--- src/rtl/sd_cmd_engine.sv ---
// SD-card command sequencer for the SPI path: builds the 6-byte command frame
// with a hardware CRC7, then polls response bytes until an R1 arrives or the limit expires.
module sd_cmd_engine (
    input  logic       i_clk,
    input  logic       i_rst,
    input  logic       i_cs,
    input  logic       i_rwb,
    input  logic [2:0] i_addr,
    input  logic [7:0] i_data,
    output logic [7:0] o_data,
    output logic       o_xfer_req,
    output logic [7:0] o_xfer_tx,
    input  logic       i_xfer_done,
    input  logic [7:0] i_xfer_rx,
    output logic       o_busy,
    output logic       o_irq
);

    typedef enum logic [2:0] {
        S_IDLE    = 3'd0,
        S_SEND    = 3'd1,
        S_WAIT_TX = 3'd2,
        S_POLL    = 3'd3,
        S_WAIT_RX = 3'd4,
        S_DONE    = 3'd5
    } state_t;

    state_t      state;
    state_t      state_next;

    logic [5:0]  cmd;
    logic [31:0] arg;
    logic [7:0]  limit;
    logic [7:0]  r1;
    logic        done_bit;
    logic        timeout_bit;
    logic        busy;
    logic        req;
    logic [7:0]  tx;
    logic [2:0]  idx;
    logic [8:0]  poll_cnt;
    logic [6:0]  crc;
    logic [7:0]  frame_byte;
    logic        wr;
    logic        idle_wr;
    logic        go;
    logic        clr;

    // Serial CRC7 (x^7 + x^3 + 1), one whole byte MSB-first per call.
    function automatic logic [6:0] crc7_byte(input logic [6:0] c, input logic [7:0] b);
        logic [6:0] r;
        logic       fb;
        r = c;
        for (int i = 7; i >= 0; i--) begin
            fb = r[6] ^ b[i];
            r  = {r[5:0], 1'b0};
            if (fb) begin
                r = r ^ 7'h09;
            end
        end
        return r;
    endfunction

    assign wr      = i_cs & ~i_rwb;
    assign idle_wr = wr && (state == S_IDLE);
    assign go      = idle_wr && (i_addr == 3'd5) && i_data[0];
    assign clr     = idle_wr && (i_addr == 3'd5) && i_data[1];

    always_comb begin
        frame_byte = 8'hFF;
        case (idx)
            3'd0:    frame_byte = {2'b01, cmd};
            3'd1:    frame_byte = arg[31:24];
            3'd2:    frame_byte = arg[23:16];
            3'd3:    frame_byte = arg[15:8];
            3'd4:    frame_byte = arg[7:0];
            3'd5:    frame_byte = {crc, 1'b1};
            default: frame_byte = 8'hFF;
        endcase
    end

    always_ff @(posedge i_clk or posedge i_rst) begin
        if (i_rst) begin
            state <= S_IDLE;
        end else begin
            state <= state_next;
        end
    end

    always_comb begin
        state_next = state;
        case (state)
            S_IDLE: begin
                if (go) begin
                    state_next = S_SEND;
                end
            end
            S_SEND:    state_next = S_WAIT_TX;
            S_WAIT_TX: begin
                if (i_xfer_done) begin
                    state_next = (idx == 3'd5) ? S_POLL : S_SEND;
                end
            end
            S_POLL:    state_next = S_WAIT_RX;
            S_WAIT_RX: begin
                if (i_xfer_done) begin
                    if (!i_xfer_rx[7] || (poll_cnt == 9'd1)) begin
                        state_next = S_DONE;
                    end else begin
                        state_next = S_POLL;
                    end
                end
            end
            S_DONE:    state_next = S_IDLE;
            default:   state_next = S_IDLE;
        endcase
    end

    always_ff @(posedge i_clk or posedge i_rst) begin
        if (i_rst) begin
            cmd         <= 6'd0;
            arg         <= 32'd0;
            limit       <= 8'd8;
            r1          <= 8'hFF;
            done_bit    <= 1'b0;
            timeout_bit <= 1'b0;
            busy        <= 1'b0;
            req         <= 1'b0;
            tx          <= 8'hFF;
            idx         <= 3'd0;
            poll_cnt    <= 9'd0;
            crc         <= 7'd0;
        end else begin
            req <= (state == S_SEND) || (state == S_POLL);
            // Configuration only changes in IDLE so the frame stays stable in flight.
            if (idle_wr) begin
                case (i_addr)
                    3'd0:    cmd         <= i_data[5:0];
                    3'd1:    arg[31:24]  <= i_data;
                    3'd2:    arg[23:16]  <= i_data;
                    3'd3:    arg[15:8]   <= i_data;
                    3'd4:    arg[7:0]    <= i_data;
                    3'd7:    limit       <= i_data;
                    default: ;
                endcase
            end
            case (state)
                S_IDLE: begin
                    if (go || clr) begin
                        done_bit    <= 1'b0;
                        timeout_bit <= 1'b0;
                    end
                    if (go) begin
                        idx <= 3'd0;
                        crc <= 7'd0;
                    end
                end
                S_SEND: begin
                    busy <= 1'b1;
                    tx   <= frame_byte;
                    if (idx != 3'd5) begin
                        crc <= crc7_byte(crc, frame_byte);
                    end
                end
                S_WAIT_TX: begin
                    if (i_xfer_done) begin
                        if (idx != 3'd5) begin
                            idx <= idx + 3'd1;
                        end else begin
                            poll_cnt <= (limit == 8'd0) ? 9'd256 : {1'b0, limit};
                        end
                    end
                end
                S_POLL: tx <= 8'hFF;
                S_WAIT_RX: begin
                    if (i_xfer_done) begin
                        r1 <= i_xfer_rx;
                        if (i_xfer_rx[7]) begin
                            poll_cnt <= poll_cnt - 9'd1;
                            if (poll_cnt == 9'd1) begin
                                timeout_bit <= 1'b1;
                            end
                        end
                    end
                end
                S_DONE: begin
                    done_bit <= 1'b1;
                    busy     <= 1'b0;
                end
                default: ;
            endcase
        end
    end

    always_comb begin
        o_data = 8'h00;
        case (i_addr)
            3'd0:    o_data = {2'b00, cmd};
            3'd1:    o_data = arg[31:24];
            3'd2:    o_data = arg[23:16];
            3'd3:    o_data = arg[15:8];
            3'd4:    o_data = arg[7:0];
            3'd5:    o_data = {busy, done_bit, timeout_bit, 5'b00000};
            3'd6:    o_data = r1;
            3'd7:    o_data = limit;
            default: o_data = 8'h00;
        endcase
    end

    assign o_xfer_req = req;
    assign o_xfer_tx  = tx;
    assign o_busy     = busy;
    assign o_irq      = done_bit;

endmodule
--- config.mk ---
export PLATFORM = sky130hd
export DESIGN_NAME = sd_cmd_engine
export DESIGN_NICKNAME = d
export VERILOG_FILES = /design/src/rtl/sd_cmd_engine.sv
export SDC_FILE = /design/constraint.sdc
export NUM_CORES = 1
export LEC_CHECK = 0
export ABC_AREA = 1
export CORE_MARGIN = 1.5
export CORE_UTILIZATION = 52
export DETAILED_ROUTE_END_ITERATION = 12
export GPL_TIMING_DRIVEN = 0
export PLACE_DENSITY = 0.76
export SYNTH_ARGS = -nofsm -noshare
export SYNTH_HDL_FRONTEND = slang
export SYNTH_SLANG_ARGS = --single-unit
--- constraint.sdc ---
create_clock -name i_clk -period 2.6 [get_ports i_clk]
set_input_delay 0.52 -clock i_clk [delete_from_list [all_inputs] [get_ports i_clk]]
set_output_delay 0.52 -clock i_clk [all_outputs]
set_load 0.05 [all_outputs]
==> metrics <==
status=finished clean; drt drc=0; GRT Util Overall=0.288; Worst Tran Pin Value=~660 ps; crit path DAT=~2000 ps; total gr overflow=0; Setup Viol. Count Final=0; num rows=35; most frequent cells after synthesis=nand2_1 (153), inv_1 (72), dfrtp_1 (71), o21ai_0 (67), nand3_1 (57); Hold Vio Cnt, Final=0; first-pass GRT wire length=22,100 um; critical path peak fanout=8; min Tclk post-route=~2500 ps; initial antenna violation count=0; top-count cell post-synth=nand2_1; Inst Count DP=~770; die width=99.5 um; TritonCTS clock tree=done; HPWL after detailed placement=9840 um; ANT nets after route=0; Buf+Inv Stages, Crit Path=4; syn_nets=641; pin count of the biggest net entering global routing=38; maxcap violations=0; Post-Synthesis Cells=610; CP Cell Sequence=dlygate4sd2_1 > clkinv_4 > nor3_4 > inv_1 > o22ai_1 > a221oi_2 > nand4_1 > buf_2; critical path startpoint category=primary input; area delta synth->final=19.6%; Starting Density=0.531; die area=9890 um^2; clk_skew=16.2 ps; CTS Buf Count=9; Finished Cell Area=5790 um^2; Clk pwr share=0.150; Slew Viols, Final=0; DRC violation total after the first TritonRoute iteration=450; sequential share of the synthesized area=0.459; insertion delay of the later-clocked pin in the worst-skew pair=380 ps; switching power=3130 uW; multi-input logic area=2340 um^2; Pre-antenna DRT Iters=6; Gate power share=0.484; I/O pin count=43; register area=2220 um^2; worst hold path type=reg2reg; Post-synth EDFFs=0; IO Port Bufs=42; Core Util, Final=0.636; CP Capture Type=primary output; leakage power=0.00271 uW; Mean Syn Cell Area=7.93 um^2; Max stage delay on crit path=around 300 ps; library cells used by synthesis=39; cell accounting for the most synthesized area=dfrtp_1; Ys Warns=0; hold buffer count at CTS=0; Final period util=0.966; height of the chip=slightly below 100 um; ant diodes=0; Flop pwr share=0.366; Final nets=703; routed wire length=roughly 13,000 um; GP Congestion=slightly below 1; post-synth top area share=0.367; Post-Syn Area=4840 um^2; wire length per cell=17.0 um; Seq cells post-synth=88; H-tree depth=3; Reg clk slew, reported paths=about 90 ps; layout cells sized above 1=0.152; vias per inst=5.81; Finished Layout Cells=788; Crit Path Category=in2out; FILL cells=774; CTS sink cnt=88; vias=4,581; Worst Path Required=approximately 2100 ps; Core ar.=9110 um^2; RSZ-0062 raised after global routing=no; Pint=3540 uW; pwr dens=1150 nW/um^2; Max Freq=398 MHz; vias in the first global route=4,474; sw frac=0.469; worst vdd ir=between 0.5 and 0.6 mV; Slew headroom=0.559; slowest stage cell, crit path=dlygate4sd2_1; CP delay by family, top=buffers and inverters; Clock Tree Root=clkbuf_8; Post-DP Area=5440 um^2; top post-synthesis cells by area=dfrtp_1 (37%), nand2_1 (12%), dfstp_2 (9.2%); main flop type after synthesis=dfrtp_1; Clock Tree Buf Depth=2; asr flop ratio synth=1.00
-- worst min-delay path: stages (launching register included) --
cell and delay, ps:
dfrtp_1 350, nand2_1 50, o21ai_0 60
-- area by class of cell --
cell class | instances | share of cell area
clock inverter | 7 | 0.0134
clock buffer | 9 | 0.0214
buffer | 15 | 0.0132
inverter | 78 | 0.0534
sequential | 88 | 0.384
multi-input combinational | 428 | 0.404
timing repair buffer | 52 | 0.0871
tap | 111 | 0.0240
-- cells by family after synthesis --
family / Yosys count / share of synthesized area
AO/OA/AOI/OAI: 128 / 0.160
flip-flops: 88 / 0.459
multiplexers: 7 / 0.0163
buffers and inverters: 94 / 0.0763
XOR/XNOR: 2 / 0.00362
AND/OR/NAND/NOR: 284 / 0.266
adder cells (fa/ha/maj): 7 / 0.0181
-- metrics by stage --
stage | setup TNS [ps] | setup WS (ps) | total power (uW) | hold WS, ps
after floorplan | 0 | 71.2 | 4680 | 453
after global placement | -9200 | -1150 | 5480 | 470
after detailed placement | -10010 | -1190 | 5600 | 474
after CTS | 0 | 39.6 | 6620 | 497
after global routing | 0 | 11.7 | 7150 | 523
final | 0 | 88.3 | 6670 | 499
-- final timing paths --
check	startpoint	to	slack (ps)	cells past startpoint
max	i_addr[2]	o_data[7]	90	8
min	arg[2]	arg[2]	500	2
max reg2reg	idx[2]	crc[3]	200	16
min reg2reg	arg[2]	arg[2]	500	2
max in group asynchronous	i_rst	o_xfer_tx[3]	1360	3
min in group asynchronous	i_rst	limit[5]	580	2
-- metal layers --
| metal | up-vias | track usage | wire [um] |
|---|---|---|---|
| met4 | 0 | 0.127 | 446 |
| met2 | 227 | 0.455 | 6160 |
| li1 | 2167 | - | - |
| met5 | - | 0 | 0 |
| met3 | 37 | 0.0590 | 1120 |
| met1 | 2150 | 0.387 | 5660 |
-- layout by cell type (no fill, tap or decap), drive strengths merged, types with 10 or more instances in the layout --
| cell | n |
|---|---|
| dfstp | 17 |
| buf | 24 |
| clkdlybuf4s50 | 31 |
| clkbuf | 20 |
| dfrtp | 71 |
| a21oi | 10 |
| o22ai | 15 |
| nand2 | 158 |
| nand3 | 57 |
| nor3 | 10 |
| nor2 | 47 |
| inv | 79 |
| o21ai | 73 |
-- what timing repair did --
| action | 4_1_cts | 5_1_grt |
|---|---|---|
| gates resized for setup | 68 | 5 |
| pin swaps | 6 | 1 |
| endpoints found under the setup margin | 8 | 12 |
| setup buffers | 6 | 2 |
-- power groups by stage --
stage                     sequential (uW)  clock, uW  combinational (uW)
final                                2440        998                3230
after global routing                 2500       1070                3580
after CTS                            2420       1010                3200
after detailed placement             2430          0                3180
after global placement               2410          0                3070
after floorplan                      2590          0                2100
-- state kept, by name (all words and copies together) (netlist names) --
| signal | count |
|---|---|
| arg | 32 |
| cmd | 6 |
| crc | 7 |
| idx | 3 |
| limit | 8 |
| o_busy | 1 |
| o_irq | 1 |
| o_xfer_req | 1 |
| o_xfer_tx | 8 |
| poll_cnt | 9 |
| r1 | 8 |
| state | 3 |
| timeout_bit | 1 |
Note: power is estimated with default switching activity, not from simulation.
==> RTL change 1 (same flow settings) <==
Register the output `o_data`, without a reset; this adds one clock of latency there. The other outputs are not delayed to match.
--- a/src/rtl/sd_cmd_engine.sv
+++ b/src/rtl/sd_cmd_engine.sv
@@ -26,2 +26,4 @@
     } state_t;
+
+    logic [7:0] o_data_d;
 
@@ -195,13 +197,13 @@
     always_comb begin
-        o_data = 8'h00;
+        o_data_d = 8'h00;
         case (i_addr)
-            3'd0:    o_data = {2'b00, cmd};
-            3'd1:    o_data = arg[31:24];
-            3'd2:    o_data = arg[23:16];
-            3'd3:    o_data = arg[15:8];
-            3'd4:    o_data = arg[7:0];
-            3'd5:    o_data = {busy, done_bit, timeout_bit, 5'b00000};
-            3'd6:    o_data = r1;
-            3'd7:    o_data = limit;
-            default: o_data = 8'h00;
+            3'd0:    o_data_d = {2'b00, cmd};
+            3'd1:    o_data_d = arg[31:24];
+            3'd2:    o_data_d = arg[23:16];
+            3'd3:    o_data_d = arg[15:8];
+            3'd4:    o_data_d = arg[7:0];
+            3'd5:    o_data_d = {busy, done_bit, timeout_bit, 5'b00000};
+            3'd6:    o_data_d = r1;
+            3'd7:    o_data_d = limit;
+            default: o_data_d = 8'h00;
         endcase
@@ -214,2 +216,6 @@
 
+    always_ff @(posedge i_clk) begin
+        o_data <= o_data_d;
+    end
+
 endmodule
Check against the original RTL: not equivalent (Yosys sat finds a counterexample within 4 cycles, from zero or initial values and one cycle with i_rst high).
==> RTL change 1 against the original RTL <==
Setup slack improved by 0.18 ns; final cell count increased by 6.2%; critical endpoint is now crc[3]$_DFFE_PP0P_; highest routed layer unchanged; largest cell class is now sequential cells; die area is 5.3% higher; largest power group unchanged; critical path type is now flip-flop to flip-flop; area after synthesis rose by 5.4%; critical path depth up 6; synthesized cell count is 6.4% higher; combinational power increased by 13%; power up 9.1%; clock power is 4.7% lower; wire length is 2.6% higher; sequential cell count rose by 8; design area is 2.0% higher.
==> RTL change 1: results (changes against the original RTL) <==
stage,metric,value,unit,change
status,run status,"complete, no violations",,unchanged
clock_network,Clock Latency Late Sink,0.36,ns,was 0.38 ns
yosys,adder-cell share of the synthesized area,0.0172,,was 0.0181
clock_network,Post-CTS Setup Bufs,0,,was 6
clock_network,Num Clock Sinks,96,,was 88
layout,fin cells,837,,was 788
placed_design,Setup WS pre-CTS,0.0308,ns,was -1.19 ns
placed_design,DP Area,0.00572,mm2,was 0.00544 mm2
yosys,most frequent cells after synthesis,"nand2_1 (176), inv_1 (80), dfrtp_1 (71), o21ai_0 (66), nor2_1 (47)",,"was nand2_1 (153), inv_1 (72), dfrtp_1 (71), o21ai_0 (67), nand3_1 (57)"
yosys,post-synthesis mux area share,0,,was 0.0163
yosys,register area share after synthesis,0.467,,was 0.459
route,wl on met1,5970,um,was 5660 um
floorplanning,Core ar.,0.00937,mm2,was 0.00911 mm2
global_route,GRT met1 Usage,0.398,,was 0.387
worst_setup_path,Max stage delay on crit path,0.40,ns,was 0.30 ns
placed_design,I/O Buffers,41,,was 42
global_route,vias in the first global route,4548,,was 4474
timing,Worst-Margin Slew,0.593,ns,was 0.660 ns
worst_setup_path,arrival time worst endpoint,2.59,ns,was 1.99 ns
timing,Hold WS,0.481,ns,was 0.499 ns
worst_setup_path,top cell family by delay on the critical path,simple AND/OR/NAND/NOR gates,,was buffers and inverters
route,met3 WL,1130,um,was 1120 um
layout,P&R area growth vs syn,15.8,%,was 19.6%
layout,area of the multi-input gates,0.00227,mm2,was 0.00234 mm2
layout,Clock-cell share,0.0322,,was 0.0348
global_route,first-pass GRT wire length,22600,um,was 22100 um
global_route,met3 usage,0.0534,,was 0.0590
layout,signal buffers share of area,0.0921,,was 0.100
[RTL change 1: cell types whose count changed after synthesis, moves of 5 or more]
cell	change
nor3_1	-5
dfxtp_1	+8
mux2_2	-7
clkbuf_1	-5
inv_2	+9
nand3_1	-14
nand2_1	+23
nor2_1	+7
buf_6	+5
a21oi_1	+14
inv_1	+8
[RTL change 1: kinds of logic after synthesis]
family                     count (synthesis)
DFF                                       96
adders and majority gates                  7
and+or+nand+nor                          295
AOI/OAI and AO/OA                        144
buffers and inverters                    106
xor gates and xnor gates                   1
[RTL change 1: where the power goes]
part / switching [mW] / internal [mW] / total, mW
Clock: 0.563 / 0.388 / 0.951
Combinational: 2.42 / 1.21 / 3.64
Sequential: 0.478 / 2.21 / 2.69
Total: 3.46 / 3.81 / 7.28
[RTL change 1: worst reg2reg max path: cells and delay by family, from the launching register on]
| family | cells | cell delay, ns |
|---|---|---|
| buf+inv | 3 | 0.43 |
| fa+ha+maj | 1 | 0.35 |
| flops | 1 | 0.40 |
| simple gates | 10 | 1.05 |
==> RTL change 2 (same settings) <==
Without the edit above. Reset style: synchronous (`i_rst`), changed in 2 clocked blocks.
--- a/src/rtl/sd_cmd_engine.sv
+++ b/src/rtl/sd_cmd_engine.sv
@@ -81,3 +81,3 @@
 
-    always_ff @(posedge i_clk or posedge i_rst) begin
+    always_ff @(posedge i_clk) begin
         if (i_rst) begin
@@ -118,3 +118,3 @@
 
-    always_ff @(posedge i_clk or posedge i_rst) begin
+    always_ff @(posedge i_clk) begin
         if (i_rst) begin
Function: differs if i_rst is asserted again (counterexample within 4 cycles, from zero or initial values and one cycle with i_rst high); with i_rst held inactive, the same outputs for 4 cycles.
==> RTL change 2 against the original RTL <==
Area after synthesis is 4.4% lower; die area is 4.2% lower; final cell count is 8.5% higher; wire length is 6.9% higher; sequential cell count stayed put; design area is 5.1% lower; setup slack worse by 0.024 ns; synthesized cell count is 12% higher; maximum frequency is 0.95% lower; largest cell class unchanged.
Power is not compared: it rests on default switching activity, and its combinational part moved more than twofold at a synthesized area within 25%.
==> RTL change 2: results (changes against the original RTL) <==
stage,metric,value,unit,change
status,run status,"complete, no violations",,unchanged
placed_design,GP Congestion,0.951,,was 0.967
hold_path,HP Class,flip-flop to flip-flop,,unchanged
global_route,first-pass GRT wire length,23000,um,was 22100 um
pwr,P_leak,2.31,nW,
yosys,Synth Area in XOR/XNOR,0.00189,,was 0.00362
pwr,NetSw,1.27,mW,
layout,fillers,845,,was 774
yosys,Async SR Flop Fraction,0,,was 1.00
clock_network,Bufs on Longest Clock Path,2,,unchanged
global_route,GRT met1 Usage,0.409,,was 0.387
clock_network,Clock Latency Late Sink,0.37,ns,
timing,skew final,0.00656,ns,was 0.0162 ns
global_route,M2 GR Usage,0.493,,was 0.455
global_route,vias in the first global route,4620,,was 4474
yosys,net count after synthesis,716,,was 641
clock_network,Root Buffer,clkbuf_8,,unchanged
layout,# diodes,0,,unchanged
layout,biggest regs,"arg: 32 flops, poll_cnt: 9 flops",,unchanged
route,DRT Wirelength,14300,um,was 13400 um
placed_design,Setup WS pre-CTS,-0.950,ns,was -1.19 ns
yosys,post-synthesis compound-gate area fraction,0.229,,was 0.160
placed_design,dpl hpwl,11000,um,was 9840 um
placed_design,DP Area,0.00517,mm2,was 0.00544 mm2
yosys,main area contributors after synthesis,"dfxtp_1 (38%), nand2_1 (11%), o21ai_0 (7.2%)",,"was dfrtp_1 (37%), nand2_1 (12%), dfstp_2 (9.2%)"
yosys,post-synthesis mux area share,0,,was 0.0163
global_route,largest net degree at the start of global routing,15,,was 38
global_route,initial antenna violation count,0,,unchanged
clock_network,clk slew on worst S/H paths,0.08,ns,
yosys,most frequent cells after synthesis,"nand2_1 (134), dfxtp_1 (88), nor2_1 (88), inv_1 (82), o21ai_0 (67)",,"was nand2_1 (153), inv_1 (72), dfrtp_1 (71), o21ai_0 (67), nand3_1 (57)"
placed_design,I/O Buffers,41,,was 42
yosys,Syn. warnings,0,,unchanged
route,DR iter-0 viols,345,,was 450
yosys,Yosys cell types,37,,was 39
layout,fraction of layout cells with a size suffix above 1,0.107,,was 0.152
timing,Worst-Margin Slew,0.624,ns,was 0.660 ns
layout,Layout Nets,774,,was 703
pwr,VDD IR max,325,uV,
route,Initial DRT Pass Iterations,5,,was 6
worst_setup_path,arrival time worst endpoint,2.02,ns,was 1.99 ns
yosys,number of synthesized flops with an enable pin,0,,unchanged
yosys,Post-synth top flop,dfxtp_1,,was dfrtp_1
yosys,adder-cell share of the synthesized area,0.0189,,was 0.0181
global_route,Tot GR Track Use,0.307,,was 0.288
yosys,largest family of logic cells by synthesized area,simple AND/OR/NAND/NOR gates,,unchanged
global_route,met3 usage,0.0460,,was 0.0590
clock_network,H-tree levels,3,,unchanged
yosys,register area share after synthesis,0.381,,was 0.459
worst_setup_path,Worst Path Max Fanout,4,,was 8
route,Via density,5.73,,was 5.81
clock_network,CTS Buf Count,9,,unchanged
RTL change 2: repair_timing:
| item | CTS | global route |
|---|---|---|
| hold buffers | 0 | 0 |
| pin swaps | 3 | 1 |
| resized for setup | 64 | 11 |
| gates cloned | 0 | 0 |
| endpoints found under the setup margin | 8 | 11 |
| buffers inserted | 5 | 1 |
RTL change 2: path summary, 6_finish.rpt:
path                             startpoint                         to  slack (ns)  cells after the start
setup / recovery                  i_addr[0]                  o_data[5]        0.06                      9
hold / removal    o_xfer_tx[2]$_SDFFE_PP1P_  o_xfer_tx[2]$_SDFFE_PP1P_        0.47                      2
setup reg to reg        idx[2]$_SDFFE_PP0P_        crc[3]$_SDFFE_PP0P_        0.25                     16
hold reg to reg   o_xfer_tx[2]$_SDFFE_PP1P_  o_xfer_tx[2]$_SDFFE_PP1P_        0.47                      2
RTL change 2: power by group through the flow:
| stage | sequential (mW) | clock (mW) | combinational [mW] |
|---|---|---|---|
| floorplan | 1.63 | 0 | 0.596 |
| global placement | 1.54 | 0 | 0.957 |
| CTS | 1.52 | 1.08 | 0.990 |
| global route | 1.53 | 1.13 | 1.11 |
| finish | 1.52 | 1.08 | 1.01 |
| detailed placement | 1.55 | 0 | 0.976 |
RTL change 2: area by class of cell:
cell class                      instances  area, um2  area share
Clock buffer                           10        138      0.0251
Sequential cell                        88       1760       0.321
Buffer                                 20       92.6      0.0169
Multi-Input combinational cell        485       2520       0.458
Timing Repair Buffer                   47        422      0.0768
Tap cell                              108        135      0.0246
Inverter                               92        345      0.0629
Clock inverter                          5       81.3      0.0148
RTL change 2: through the flow:
| step | hold slack (ns) | setup TNS (ns) | utilization | std cells | power (mW) |
|---|---|---|---|---|---|
| floorplan | 0.426 | 0 | - | 685 | 2.22 |
| global placement | 0.450 | -7.79 | 0.596 | 834 | 2.50 |
| detailed placement | 0.456 | -8.24 | 0.596 | 834 | 2.52 |
| CTS | 0.476 | 0 | 0.631 | 854 | 3.59 |
| global route | 0.495 | 0 | 0.633 | 855 | 3.77 |
| finish | 0.473 | 0 | 0.633 | 855 | 3.60 |
RTL change 2: layer usage:
metal  wire (um)  part of all wire
met4         490             0.034
met2        6420              0.45
met3        1030             0.072
met1        6360              0.44
met5           0                 0
RTL change 2: critical path, cell delays in order:
cell and delay (ns):
dlygate4sd2_1 0.31, inv_2 0.16, buf_4 0.14, nor3_4 0.04
inv_2 0.09, o22ai_1 0.09, a221oi_2 0.26, o211ai_1 0.18
buf_4 0.23
